`src/rtl/mips_cpu_bus_pkg.sv`:
```
// mips_cpu_bus_pkg
//   Shared types and helpers for the CPU bus initiator.
//   - size_t      : access size of a data request (byte / half / word)
//   - bus_state_t : states of the initiator FSM
//   - is_misaligned() : flags half/word requests that straddle their natural boundary
package mips_cpu_bus_pkg;

  typedef enum logic [1:0] {
    BYTE = 2'b00,
    HALF = 2'b01,
    WORD = 2'b10
  } size_t;

  typedef enum logic [1:0] {
    IDLE    = 2'b00,
    BUS     = 2'b01,
    CAPTURE = 2'b10,
    RESP    = 2'b11
  } bus_state_t;

  // The undefined size code 2'b11 is handled like a word everywhere.
  function automatic logic is_misaligned(input size_t size, input logic [1:0] offset);
    case (size)
      BYTE:    return 1'b0;
      HALF:    return offset[0];
      default: return |offset;
    endcase
  endfunction

endpackage

```
`src/rtl/mips_cpu_lane_align.sv`:
```
// mips_cpu_lane_align
//   Combinational little-endian lane steering between the core and the 32-bit bus.
//   Ports:
//     size, offset, sign_ext : access size, byte offset within the word, load extension mode
//     wdata      -> writedata : right-aligned store data shifted onto its lanes, other lanes 0
//     rdata      -> rdata_ext : bus word shifted down, masked to size and extended
//     byteenable              : lane mask, byteenable[k] covers bits [8k+7:8k]
module mips_cpu_lane_align
  import mips_cpu_bus_pkg::*;
(
  input  logic [1:0]  size,
  input  logic [1:0]  offset,
  input  logic        sign_ext,
  input  logic [31:0] wdata,
  input  logic [31:0] rdata,
  output logic [3:0]  byteenable,
  output logic [31:0] writedata,
  output logic [31:0] rdata_ext
);

  logic [31:0] wshift;
  logic [31:0] rshift;
  logic [31:0] lane_mask;

  // NOTE: every output of a combinational block gets a value on every path
  // (case defaults included); a missed path would infer a latch.
  always_comb begin
    case (size_t'(size))
      BYTE:    byteenable = 4'b0001 << offset;
      HALF:    byteenable = offset[1] ? 4'b1100 : 4'b0011;
      default: byteenable = 4'b1111;
    endcase

    for (int k = 0; k < 4; k++) begin
      lane_mask[8*k +: 8] = {8{byteenable[k]}};
    end
    wshift    = wdata << {offset, 3'b000};
    writedata = wshift & lane_mask;

    rshift = rdata >> {offset, 3'b000};
    case (size_t'(size))
      BYTE:    rdata_ext = {{24{sign_ext & rshift[7]}}, rshift[7:0]};
      HALF:    rdata_ext = {{16{sign_ext & rshift[15]}}, rshift[15:0]};
      default: rdata_ext = rshift;
    endcase
  end

endmodule

```
`src/rtl/mips_cpu_bus_initiator.sv`:
```
// mips_cpu_bus_initiator
//   Arbitrates instruction-fetch and load/store requests onto a waitrequest-style
//   32-bit memory bus, one transaction at a time.
//   Ports:
//     clk, reset_n                          : clock, synchronous active-low reset
//     if_req/if_addr -> if_accept           : fetch request handshake (accept is combinational)
//     if_rvalid/if_rdata                    : one-cycle fetch response
//     d_req/d_we/d_addr/d_size/d_signed/d_wdata -> d_accept : data request handshake
//     d_rvalid/d_rdata/d_err                : one-cycle data response or misalignment error
//     address/read/write/writedata/byteenable/waitrequest/readdata : memory bus
module mips_cpu_bus_initiator
  import mips_cpu_bus_pkg::*;
#(
  parameter bit DATA_PRIORITY = 1'b1
) (
  input  logic        clk,
  input  logic        reset_n,
  input  logic        if_req,
  input  logic [31:0] if_addr,
  output logic        if_accept,
  output logic        if_rvalid,
  output logic [31:0] if_rdata,
  input  logic        d_req,
  input  logic        d_we,
  input  logic [31:0] d_addr,
  input  logic [1:0]  d_size,
  input  logic        d_signed,
  input  logic [31:0] d_wdata,
  output logic        d_accept,
  output logic        d_rvalid,
  output logic [31:0] d_rdata,
  output logic        d_err,
  output logic [31:0] address,
  output logic        read,
  output logic        write,
  input  logic        waitrequest,
  output logic [31:0] writedata,
  output logic [3:0]  byteenable,
  input  logic [31:0] readdata
);

  bus_state_t  state_q, state_d;
  logic        read_q, read_d, write_q, write_d;
  logic [31:0] address_q, address_d, writedata_q, writedata_d;
  logic [3:0]  byteenable_q, byteenable_d;
  logic        if_rvalid_q, if_rvalid_d, d_rvalid_q, d_rvalid_d, d_err_q, d_err_d;
  logic [31:0] if_rdata_q, if_rdata_d, d_rdata_q, d_rdata_d;
  // Context of the accepted request, needed again when the response is built.
  logic        is_data_q, is_data_d, we_q, we_d, signed_q, signed_d;
  size_t       size_q, size_d;
  logic [1:0]  offset_q, offset_d;
  logic [31:0] rdata_raw_q, rdata_raw_d;

  logic        take_data, take_fetch;
  size_t       la_size;
  logic [1:0]  la_offset;
  logic        la_signed;
  logic [3:0]  la_be;
  logic [31:0] la_wdata, la_rdata;
  logic [1:0]  unused_if_addr_bits;

  // Fetches are always whole words, so the low fetch address bits carry no meaning.
  assign unused_if_addr_bits = if_addr[1:0];

  assign take_data  = d_req && (DATA_PRIORITY || !if_req);
  assign take_fetch = if_req && !take_data;
  assign d_accept   = reset_n && (state_q == IDLE) && take_data;
  assign if_accept  = reset_n && (state_q == IDLE) && take_fetch;

  // One aligner serves both directions: in IDLE it shapes the incoming request,
  // afterwards it decodes read data using the latched request context.
  always_comb begin
    if (state_q == IDLE) begin
      la_size   = take_data ? size_t'(d_size) : WORD;
      la_offset = take_data ? d_addr[1:0] : 2'b00;
      la_signed = d_signed;
    end else begin
      la_size   = size_q;
      la_offset = offset_q;
      la_signed = signed_q;
    end
  end

  mips_cpu_lane_align u_lane_align (
    .size       (la_size),
    .offset     (la_offset),
    .sign_ext   (la_signed),
    .wdata      (d_wdata),
    .rdata      (rdata_raw_q),
    .byteenable (la_be),
    .writedata  (la_wdata),
    .rdata_ext  (la_rdata)
  );

  always_comb begin
    state_d      = state_q;
    read_d       = read_q;
    write_d      = write_q;
    address_d    = address_q;
    writedata_d  = writedata_q;
    byteenable_d = byteenable_q;
    if_rdata_d   = if_rdata_q;
    d_rdata_d    = d_rdata_q;
    is_data_d    = is_data_q;
    we_d         = we_q;
    signed_d     = signed_q;
    size_d       = size_q;
    offset_d     = offset_q;
    rdata_raw_d  = rdata_raw_q;
    if_rvalid_d  = 1'b0;
    d_rvalid_d   = 1'b0;
    d_err_d      = 1'b0;

    case (state_q)
      IDLE: begin
        if (d_accept) begin
          is_data_d = 1'b1;
          we_d      = d_we;
          size_d    = size_t'(d_size);
          signed_d  = d_signed;
          offset_d  = d_addr[1:0];
          if (is_misaligned(size_t'(d_size), d_addr[1:0])) begin
            // Rejected without touching the bus.
            d_err_d = 1'b1;
          end else begin
            state_d      = BUS;
            address_d    = {d_addr[31:2], 2'b00};
            byteenable_d = la_be;
            read_d       = !d_we;
            write_d      = d_we;
            if (d_we) writedata_d = la_wdata;
          end
        end else if (if_accept) begin
          is_data_d    = 1'b0;
          we_d         = 1'b0;
          size_d       = WORD;
          signed_d     = 1'b0;
          offset_d     = 2'b00;
          state_d      = BUS;
          address_d    = {if_addr[31:2], 2'b00};
          byteenable_d = 4'b1111;
          read_d       = 1'b1;
          write_d      = 1'b0;
        end
      end
      BUS: begin
        // A strobe is always high here; the slave accepts when it stops stalling.
        if (!waitrequest) begin
          read_d  = 1'b0;
          write_d = 1'b0;
          state_d = write_q ? RESP : CAPTURE;
        end
      end
      CAPTURE: begin
        rdata_raw_d = readdata;
        state_d     = RESP;
      end
      RESP: begin
        if (is_data_q) begin
          d_rvalid_d = 1'b1;
          d_rdata_d  = we_q ? 32'h0 : la_rdata;
        end else begin
          if_rvalid_d = 1'b1;
          if_rdata_d  = la_rdata;
        end
        state_d = IDLE;
      end
      default: state_d = IDLE;
    endcase
  end

  // NOTE: sequential state uses non-blocking assignments only, so every flop
  // samples the pre-edge value of every other flop.
  always_ff @(posedge clk) begin
    if (!reset_n) begin
      state_q      <= IDLE;
      read_q       <= 1'b0;
      write_q      <= 1'b0;
      address_q    <= 32'h0;
      writedata_q  <= 32'h0;
      byteenable_q <= 4'h0;
      if_rvalid_q  <= 1'b0;
      if_rdata_q   <= 32'h0;
      d_rvalid_q   <= 1'b0;
      d_rdata_q    <= 32'h0;
      d_err_q      <= 1'b0;
      is_data_q    <= 1'b0;
      we_q         <= 1'b0;
      signed_q     <= 1'b0;
      size_q       <= WORD;
      offset_q     <= 2'b00;
      rdata_raw_q  <= 32'h0;
    end else begin
      state_q      <= state_d;
      read_q       <= read_d;
      write_q      <= write_d;
      address_q    <= address_d;
      writedata_q  <= writedata_d;
      byteenable_q <= byteenable_d;
      if_rvalid_q  <= if_rvalid_d;
      if_rdata_q   <= if_rdata_d;
      d_rvalid_q   <= d_rvalid_d;
      d_rdata_q    <= d_rdata_d;
      d_err_q      <= d_err_d;
      is_data_q    <= is_data_d;
      we_q         <= we_d;
      signed_q     <= signed_d;
      size_q       <= size_d;
      offset_q     <= offset_d;
      rdata_raw_q  <= rdata_raw_d;
    end
  end

  assign read       = read_q;
  assign write      = write_q;
  assign address    = address_q;
  assign writedata  = writedata_q;
  assign byteenable = byteenable_q;
  assign if_rvalid  = if_rvalid_q;
  assign if_rdata   = if_rdata_q;
  assign d_rvalid   = d_rvalid_q;
  assign d_rdata    = d_rdata_q;
  assign d_err      = d_err_q;

endmodule

```
`config.mk`:
```
export PLATFORM = sky130hd
export DESIGN_NAME = mips_cpu_bus_initiator
export DESIGN_NICKNAME = d
export VERILOG_FILES = /design/src/rtl/mips_cpu_bus_pkg.sv /design/src/rtl/mips_cpu_lane_align.sv /design/src/rtl/mips_cpu_bus_initiator.sv
export SDC_FILE = /design/constraint.sdc
export NUM_CORES = 1
export LEC_CHECK = 0
export ABC_AREA = 1
export CORE_AREA = 2 2 123 155
export CTS_CLUSTER_DIAMETER = 30
export CTS_CLUSTER_SIZE = 10
export DETAILED_ROUTE_END_ITERATION = 8
export DIE_AREA = 0 0 125 157
export HOLD_SLACK_MARGIN = 0.06
export PLACE_DENSITY = 0.88
export SYNTH_ARGS = -nofsm -noshare
export SYNTH_HDL_FRONTEND = slang
export SYNTH_HIERARCHICAL = 1
export SYNTH_SLANG_ARGS = --single-unit
```
`constraint.sdc`:
```
create_clock -name clk -period 2.7 [get_ports clk]
set_input_delay 0.54 -clock clk [delete_from_list [all_inputs] [get_ports clk]]
set_output_delay 0.54 -clock clk [all_outputs]
set_load 0.02 [all_outputs]
```
==> results.json, run 1 <==
{
  "hpwl_um": 18760,
  "yosysMostFrequentCell": "nand2_1",
  "grt_pass1_wl_um": 41570,
  "finalMaxSlewViolations": 0,
  "max_freq_mhz": 399.9,
  "synthTopCellsByCount": "nand2_1, nor2_1, dfxtp_1",
  "ys_warn_count": 6,
  "antenna_found_initial": 0,
  "synth_ff_type": "dfxtp_1",
  "die_area_mm2": 0.01963,
  "htree_levels": 4,
  "die_w_um": 125,
  "ys_seq_elements": 176,
  "cts_tree": "yes",
  "synth_area_leaders": "dfxtp_1, nand2_1, nor2_1, o21ai_0, nand3_1",
  "rsz0062_at_grt": "no",
  "synth_top_cell_by_area": "dfxtp_1",
  "coreArea_mm2": 0.01803,
  "p_per_area_mw_per_mm2": 783.9,
  "status": "completed",
  "wl_per_cell_um": 15.72,
  "synthCells": 1214,
  "drc": 0,
  "clockBufferDepth": 2,
  "grt-ovfl-total": 0,
  "root_buffer": "clkbuf_16",
  "cp-start-kind": "flip-flop",
  "slew_headroom": 0.2572,
  "critPathMaxFanout": 8,
  "tns_ns": 0,
  "grt_max_degree": 160,
  "vias": 8873,
  "avgViaCountPerCell": 5.250,
  "place_congestion": 0.8663,
  "initial_core_util": 0.4578,
  "final_core_util": 0.6437,
  "setup_viol": 0,
  "fill_cells": 1594,
  "rows": 55,
  "ff2ff_setup_slack_ns": 0.20,
  "clock_sinks": 176,
  "dp_slack_ns": 0.01710,
  "dr.first_iter.drc_count": 831,
  "fin_crit_sh": 0.9262,
  "dieHeight_um": 157,
  "ir_worst_vdd_v": 0.0005598,
  "fin_crit_ns": 2.501,
  "grt_pass1_vias": 8274,
  "yosys.area.top_type_share": 0.4269,
  "fin_nets": 1590,
  "layout-drive-gt1-share": 0.06781,
  "end_kind": "flip-flop",
  "port-buffer-count": 271,
  "fin_skew_ns": 0.008655,
  "clkTransAtPathRegs_ns": 0.07,
  "crit_required_ns": 3.02,
  "grt.total_usage": 0.2607,
  "synthesis.area_mm2": 0.008254,
  "async_flop_share": 0,
  "power_w": 0.009098,
  "clock_latency_ns": 0.43,
  "ios": 276,
  "worstMarginPinSlew_ns": 1.113,
  "max-cap-violations": 0,
  "criticalPathCategory": "flip-flop to flip-flop",
  "worst_slack_ns": 0.1993,
  "ant_nets": 0,
  "ys_seq_area_frac": 0.4269,
  "synth-edff-count": 0,
  "drt-total-wl_um": 26560,
  "synth.avg_cell_area_um2": 6.799,
  "syn2layout_area_growth_pct": 40.61,
  "hold_viol_final": 0,
  "drtPass1Iterations": 6,
  "netlist-cell-type-count": 33,
  "numCtsBuffers": 17,
  "hold_class": "input port to flip-flop",
  "p_leak_nw": 5.200,
  "worstPathArrival_ns": 2.82
}
==> final cells by class <==
| class | instances | area, um^2 | area share |
|---|---|---|---|
| multi-input cells | 911 | 4111 | 0.3542 |
| flip-flops and latches | 176 | 3523 | 0.3036 |
| repair buffers | 298 | 2960 | 0.2551 |
| clock buffers | 20 | 446.7 | 0.03849 |
| well taps | 228 | 285.3 | 0.02458 |
| inverters | 44 | 166.4 | 0.01434 |
| clock inverters | 11 | 107.6 | 0.009271 |
| diodes | 2 | 5.005 | 0.0004312 |
==> cells in the final DEF, fill, tap and decap left out, drive strengths merged <==
cell           count
a21oi             48
a22oi              9
a31oi              5
a32o               1
buf               28
bufinv             1
clkbuf            20
clkdlybuf4s50    268
clkinv             2
clkinvlp           5
conb               2
dfxtp            176
diode              2
dlygate4sd2        2
ha                 5
inv               47
nand2            306
nand3             98
nand4              1
nor2             271
nor3               1
o211ai             4
o21ai            159
o31ai              1
==> flip-flops by register name (all words and copies together), names as in the netlist <==
name / count
signed_q: 1
d_rdata: 32
is_data_q: 1
size_q: 2
read: 1
state_q: 2
we_q: 1
offset_q: 2
write: 1
d_rvalid: 1
writedata: 32
d_err: 1
if_rvalid: 1
if_rdata: 32
address: 30
rdata_raw_q: 32
byteenable: 4
==> cell families (layout without fill, tap and decap cells) <==
family,after synthesis,after routing,synth area share
AOI/OAI and AO/OA,227,227,0.1446
adders and majority gates,5,5,0.007579
buffers and inverters,128,373,0.07791
DFF,176,176,0.4269
other,1,4,0.0004543
and+or+nand+nor,677,677,0.3426
==> critical path, cell delays in order (launching register included) <==
cell	delay, ns
dfxtp_1	0.35
inv_1	0.13
ha_2	0.28
nand2_2	0.08
buf_4	0.16
nor2_1	0.14
nor2_1	0.12
nor2_2	0.30
nand2_1	0.16
nand2_1	0.34
a21oi_1	0.07
o21ai_0	0.20
nor2_1	0.06
==> path summary, 6_finish.rpt <==
kind,from,endpoint,depth (start not counted)
worst max-delay path,state_q[0],writedata[14],12
worst min-delay path,reset_n,size_q[1],2
worst max register to register,state_q[0],writedata[14],12
worst min register to register,byteenable[1],byteenable[1],2
==> per-stage QoR <==
step           hold slack (ns)  cells  cell area (um^2)
4_1_cts                 0.3643   1688             11590
3_3_place_gp            0.4477   1657             11030
5_1_grt                 0.3948   1688             11600
2_1_floorplan           0.4405   1215              8258
3_5_place_dp            0.4582   1657             11030
6_report                0.3831   1690             11610
==> report_power, final <==
part	leakage [nW]	switching, W	internal, W
clock	0.256	0.00105	0.00130
combinational	3.51	0.00214	0.00133
sequential	1.43	0.000254	0.00302
==> layer usage <==
| layer | global-route usage | vias to the layer above | wire, um |
|---|---|---|---|
| met5 | 0 | - | 0 |
| met4 | 0.1164 | 0 | 925 |
| met3 | 0.05438 | 61 | 1833 |
| met2 | 0.4671 | 399 | 13360 |
| met1 | 0.2998 | 4027 | 10440 |
| li1 | - | 4386 | - |
==> what timing repair did <==
item	CTS	global route
hold buffers	0	0
buffers inserted	0	0
endpoints found under the setup margin	2	7
resized for setup	3	2
Power figures use the tool's default switching activity.
==> inputs of run 2 (changes only) <==
CAP_MARGIN = 25   (was unset)
==> results.json, run 2 (synthesis gave the netlist of run 1 again) <==
{
  "status": "completed",
  "p_sw_w": 0.003450,
  "criticalPathCategory": "flip-flop to flip-flop",
  "slew_headroom": 0.3688,
  "root_buffer": "clkbuf_16",
  "grt_pass1_wl_um": 41570,
  "avgViaCountPerCell": 5.253,
  "hold_viol_final": 0,
  "die_area_mm2": 0.01963,
  "clkTransAtPathRegs_ns": 0.07,
  "finalMaxSlewViolations": 0,
  "antenna_found_initial": 0,
  "crit_start": "state_q[0]",
  "cts_tree": "yes",
  "port-buffer-count": 271,
  "vias": 8882,
  "p_int_w": 0.005672,
  "crit_required_ns": 3.02,
  "hold_class": "input port to flip-flop",
  "final_core_util": 0.6452,
  "fin_crit_ns": 2.523,
  "clockBufferDepth": 2,
  "mostFrequentLayoutCells": "nand2_1, clkdlybuf4s50_1, nor2_1",
  "numCtsBuffers": 17,
  "fin_cells": 1691,
  "initial_core_util": 0.4578,
  "grt_max_degree": 160,
  "cp-start-kind": "flip-flop",
  "grt_pass1_vias": 8274,
  "power_w": 0.009122,
  "power_frac_clock": 0.257,
  "syn2layout_area_growth_pct": 40.94,
  "worstRegToRegCells": 12,
  "worstReg2RegEnd": "writedata[14]",
  "ir_worst_vdd_v": 0.0005607,
  "clock_latency_ns": 0.42,
  "dr.first_iter.drc_count": 822,
  "coreArea_mm2": 0.01803,
  "ant_nets": 0,
  "drc": 0,
  "rows": 55,
  "tns_ns": 0,
  "drtPass1Iterations": 7,
  "fin_skew_ns": 0.008568,
  "cp-endpoint": "writedata[14]",
  "worst_slack_ns": 0.1766,
  "max-cap-violations": 0,
  "clock_sinks": 176,
  "end_kind": "flip-flop",
  "post_cts_buffers": 0,
  "regArea_mm2": 0.003523,
  "layout-drive-gt1-share": 0.06845,
  "p_comb_frac": 0.383,
  "place_congestion": 0.8663,
  "rsz0062_at_grt": "no",
  "ios": 276,
  "setup_viol": 0,
  "reg2reg_from": "state_q[0]",
  "fill_cells": 1592,
  "placed_cells": 1657,
  "wl_per_cell_um": 15.74,
  "die_w_um": 125,
  "dieHeight_um": 157,
  "cts_hold_buf": 0,
  "fin_crit_sh": 0.9346,
  "critPathMaxFanout": 8,
  "grt-ovfl-total": 0,
  "p_per_area_mw_per_mm2": 784.1,
  "fin_nets": 1591,
  "p_leak_nw": 5.213,
  "p_sw_frac": 0.3782,
  "hpwl_um": 18760,
  "max_freq_mhz": 396.3,
  "htree_levels": 4,
  "worstPathArrival_ns": 2.84,
  "worstMarginPinSlew_ns": 0.9458,
  "grt.total_usage": 0.2607,
  "ff2ff_setup_slack_ns": 0.18,
  "dp_slack_ns": 0.01710,
  "layout_commonest_cell": "nand2_1",
  "multi_input_area_mm2": 0.004111,
  "drt-total-wl_um": 26620,
  "p_seq_frac": 0.359
}
==> run 2: metal layers <==
metal  vias to the layer above  GRT usage  wire length (um)
met3                        55    0.05438              1788
met4                         0     0.1164               844
met1                      4055     0.2998             10430
li1                       4386          -                 -
met2                       386     0.4671             13560
met5                         -          0                 0
==> run 2: timing repair <==
item                                    CTS  global route
pin swaps                                 0             0
endpoints found under the setup margin    2             7
resized for setup                         3             2
==> run 2: worst min-delay path by stage <==
stage,startpoint,end,cells after the start,slack [ns]
detailed placement,size_q[0],size_q[0],2,0.46
finish,reset_n,size_q[1],2,0.38
CTS,reset_n,size_q[1],2,0.36
floorplan,offset_q[0],offset_q[0],2,0.44
global placement,offset_q[1],offset_q[1],2,0.45
global route,reset_n,size_q[1],2,0.39
==> run 2: worst max-delay path, cell delays in order (launching register included) <==
cell     delay [ns]
dfxtp_1        0.35
inv_1          0.13
ha_2           0.28
nand2_2        0.09
buf_4          0.16
nor2_1         0.14
nor2_1         0.12
nor2_2         0.30
nand2_1        0.16
nand2_1        0.35
a21oi_1        0.08
o21ai_0        0.20
nor2_1         0.06
==> run 2: power groups by stage <==
stage	Sequential, W	Clock, W	Combinational (W)
after global placement	0.00331	0	0.00336
after global routing	0.00333	0.00252	0.00382
after floorplan	0.00356	0	0.00188
final	0.00328	0.00235	0.00350
after CTS	0.00328	0.00238	0.00344
after detailed placement	0.00333	0	0.00342
==> run 2: layout make-up <==
type,instances,area share
diodes,2,0.0004302
repair buffers,299,0.2568
flip-flops and latches,176,0.3029
multi-input cells,911,0.3534
well taps,228,0.02452
clock inverters,11,0.009249
inverters,44,0.01430
clock buffers,20,0.03840
==> run 2: through the flow <==
step / hold WS [ns] / area (um^2)
after floorplan: 0.4405 / 8258
after CTS: 0.3643 / 11590
final: 0.3842 / 11630
after detailed placement: 0.4582 / 11030
after global placement: 0.4477 / 11030
after global routing: 0.3947 / 11630
==> inputs of run 3 (changes only) <==
clock period = 2.8 ns   (was 2.7 ns; I/O delays follow)
==> results.json, run 3 (synthesis gave the netlist of run 1 again) <==
{
  "n_antenna_cell": 0,
  "worstRegToRegCells": 12,
  "cts_tree": "yes",
  "fin_cells": 1693,
  "initial_core_util": 0.4578,
  "dieHeight_um": 157,
  "mostFrequentLayoutCells": "nand2_1, clkdlybuf4s50_1, nor2_1",
  "clockBufferDepth": 2,
  "numCtsBuffers": 17,
  "clock_sinks": 176,
  "critPathMaxFanout": 12,
  "cp-start-kind": "flip-flop",
  "coreArea_mm2": 0.01803,
  "ir_worst_vdd_v": 0.0004033,
  "port-buffer-count": 271,
  "status": "completed",
  "cp_slowest_cell": "dfxtp_1",
  "rows": 55,
  "critPathTopFamily": "simple AND/OR/NAND/NOR gates",
  "grt.total_usage": 0.2612,
  "ant_nets": 0,
  "grt_pass1_vias": 8283,
  "criticalPathCategory": "flip-flop to flip-flop",
  "fill_cells": 1514,
  "die_area_mm2": 0.01963,
  "hold_viol_final": 0,
  "worstPathArrival_ns": 2.86,
  "placed_cells": 1659,
  "max-cap-violations": 0,
  "path_cells": "inv_1, ha_2, nand2_2, inv_1, nand2_1, nand2_2, buf_4, nand2_1, o21ai_0, nor2_1, o21ai_0, nor2_1",
  "vias": 8788,
  "finalMaxSlewViolations": 0,
  "htree_levels": 4,
  "drc": 0,
  "critPathBufInv": 3,
  "crit_required_ns": 3.11,
  "end_kind": "flip-flop",
  "grt_pass1_wl_um": 41550,
  "place_congestion": 0.8689,
  "fin_nets": 1594,
  "avgViaCountPerCell": 5.191,
  "design_area_mm2": 0.01164,
  "p_per_area_mw_per_mm2": 744.7,
  "crit_path_max_incr_delay_ns": 0.36,
  "hold_class": "flip-flop to flip-flop",
  "whs_path_depth": 2,
  "worst-path-stages": 12,
  "drtPass1Iterations": 5,
  "setup_viol": 0,
  "grt_max_degree": 77,
  "fin_hold_ws_ns": 0.4633,
  "layout_commonest_cell": "nand2_1",
  "dr.first_iter.drc_count": 713,
  "drt-total-wl_um": 26380,
  "layout-drive-gt1-share": 0.07099,
  "ff2ff_setup_slack_ns": 0.25,
  "fin_skew_ns": 0.01291,
  "fin_crit_sh": 0.9100,
  "root_buffer": "clkbuf_16",
  "placed_area_mm2": 0.01103,
  "die_w_um": 125,
  "grt-ovfl-total": 0,
  "ios": 276,
  "p_leak_nw": 5.235,
  "clock_latency_ns": 0.43,
  "clkTransAtPathRegs_ns": 0.07,
  "max_freq_mhz": 392.5,
  "slew_headroom": 0.4044,
  "power_w": 0.008669,
  "wl_per_cell_um": 15.58,
  "worstMarginPinSlew_ns": 0.8924,
  "fin_crit_ns": 2.548,
  "hpwl_um": 18950,
  "syn2layout_area_growth_pct": 41.02,
  "rsz0062_at_grt": "no",
  "antenna_found_initial": 0
}
run 3: worst paths after layout:
kind / start / to
worst max-delay path: state_q[0] / writedata[21]
worst min-delay path: byteenable[2] / byteenable[2]
worst max register to register: state_q[0] / writedata[21]
worst min register to register: byteenable[2] / byteenable[2]
run 3: worst register-to-register path, cell delays in order (launching register included):
cell	delay [ns]
dfxtp_1	0.36
inv_1	0.14
ha_2	0.29
nand2_2	0.08
inv_1	0.11
nand2_1	0.10
nand2_2	0.18
buf_4	0.23
nand2_1	0.25
o21ai_0	0.26
nor2_1	0.06
o21ai_0	0.30
nor2_1	0.06
run 3: layout make-up:
class,instances,area [um^2],share of cell area
Tap cell,228,285.3,0.02451
Inverter,44,166.4,0.01430
Clock buffer,21,450.4,0.03870
Timing Repair Buffer,302,3017,0.2592
Clock inverter,11,83.83,0.007202
Sequential cell,176,3523,0.3027
Multi-Input combinational cell,911,4114,0.3534
run 3: repair_timing:
action                     in CTS  in global routing
setup endpoints to repair       1                 50
hold buffers                    0                  0
resized for setup               1                  5
gates cloned                    0                  0
setup buffers                   0                  0
run 3: per-layer routing:
metal  global-route usage  routed length [um]
met1               0.2958               10370
met2               0.4754               13480
met3              0.05846                1695
met4               0.1069                 829
met5                    0                   0
run 3: metrics by stage:
step,utilization,worst slack [ns],TNS (ns)
final,0.6456,0.2521,0
after global routing,0.6456,0.04818,0
after CTS,0.6414,0.01678,0
after detailed placement,0.6119,-0.06611,-0.1102
after global placement,0.6103,-0.03061,-0.03061
after floorplan,-,0.6423,0
run 3: report_power, final:
group | internal (W) | switching, W
registers | 0.00292 | 0.000248
logic | 0.00129 | 0.00205
clock network | 0.00117 | 0.00100
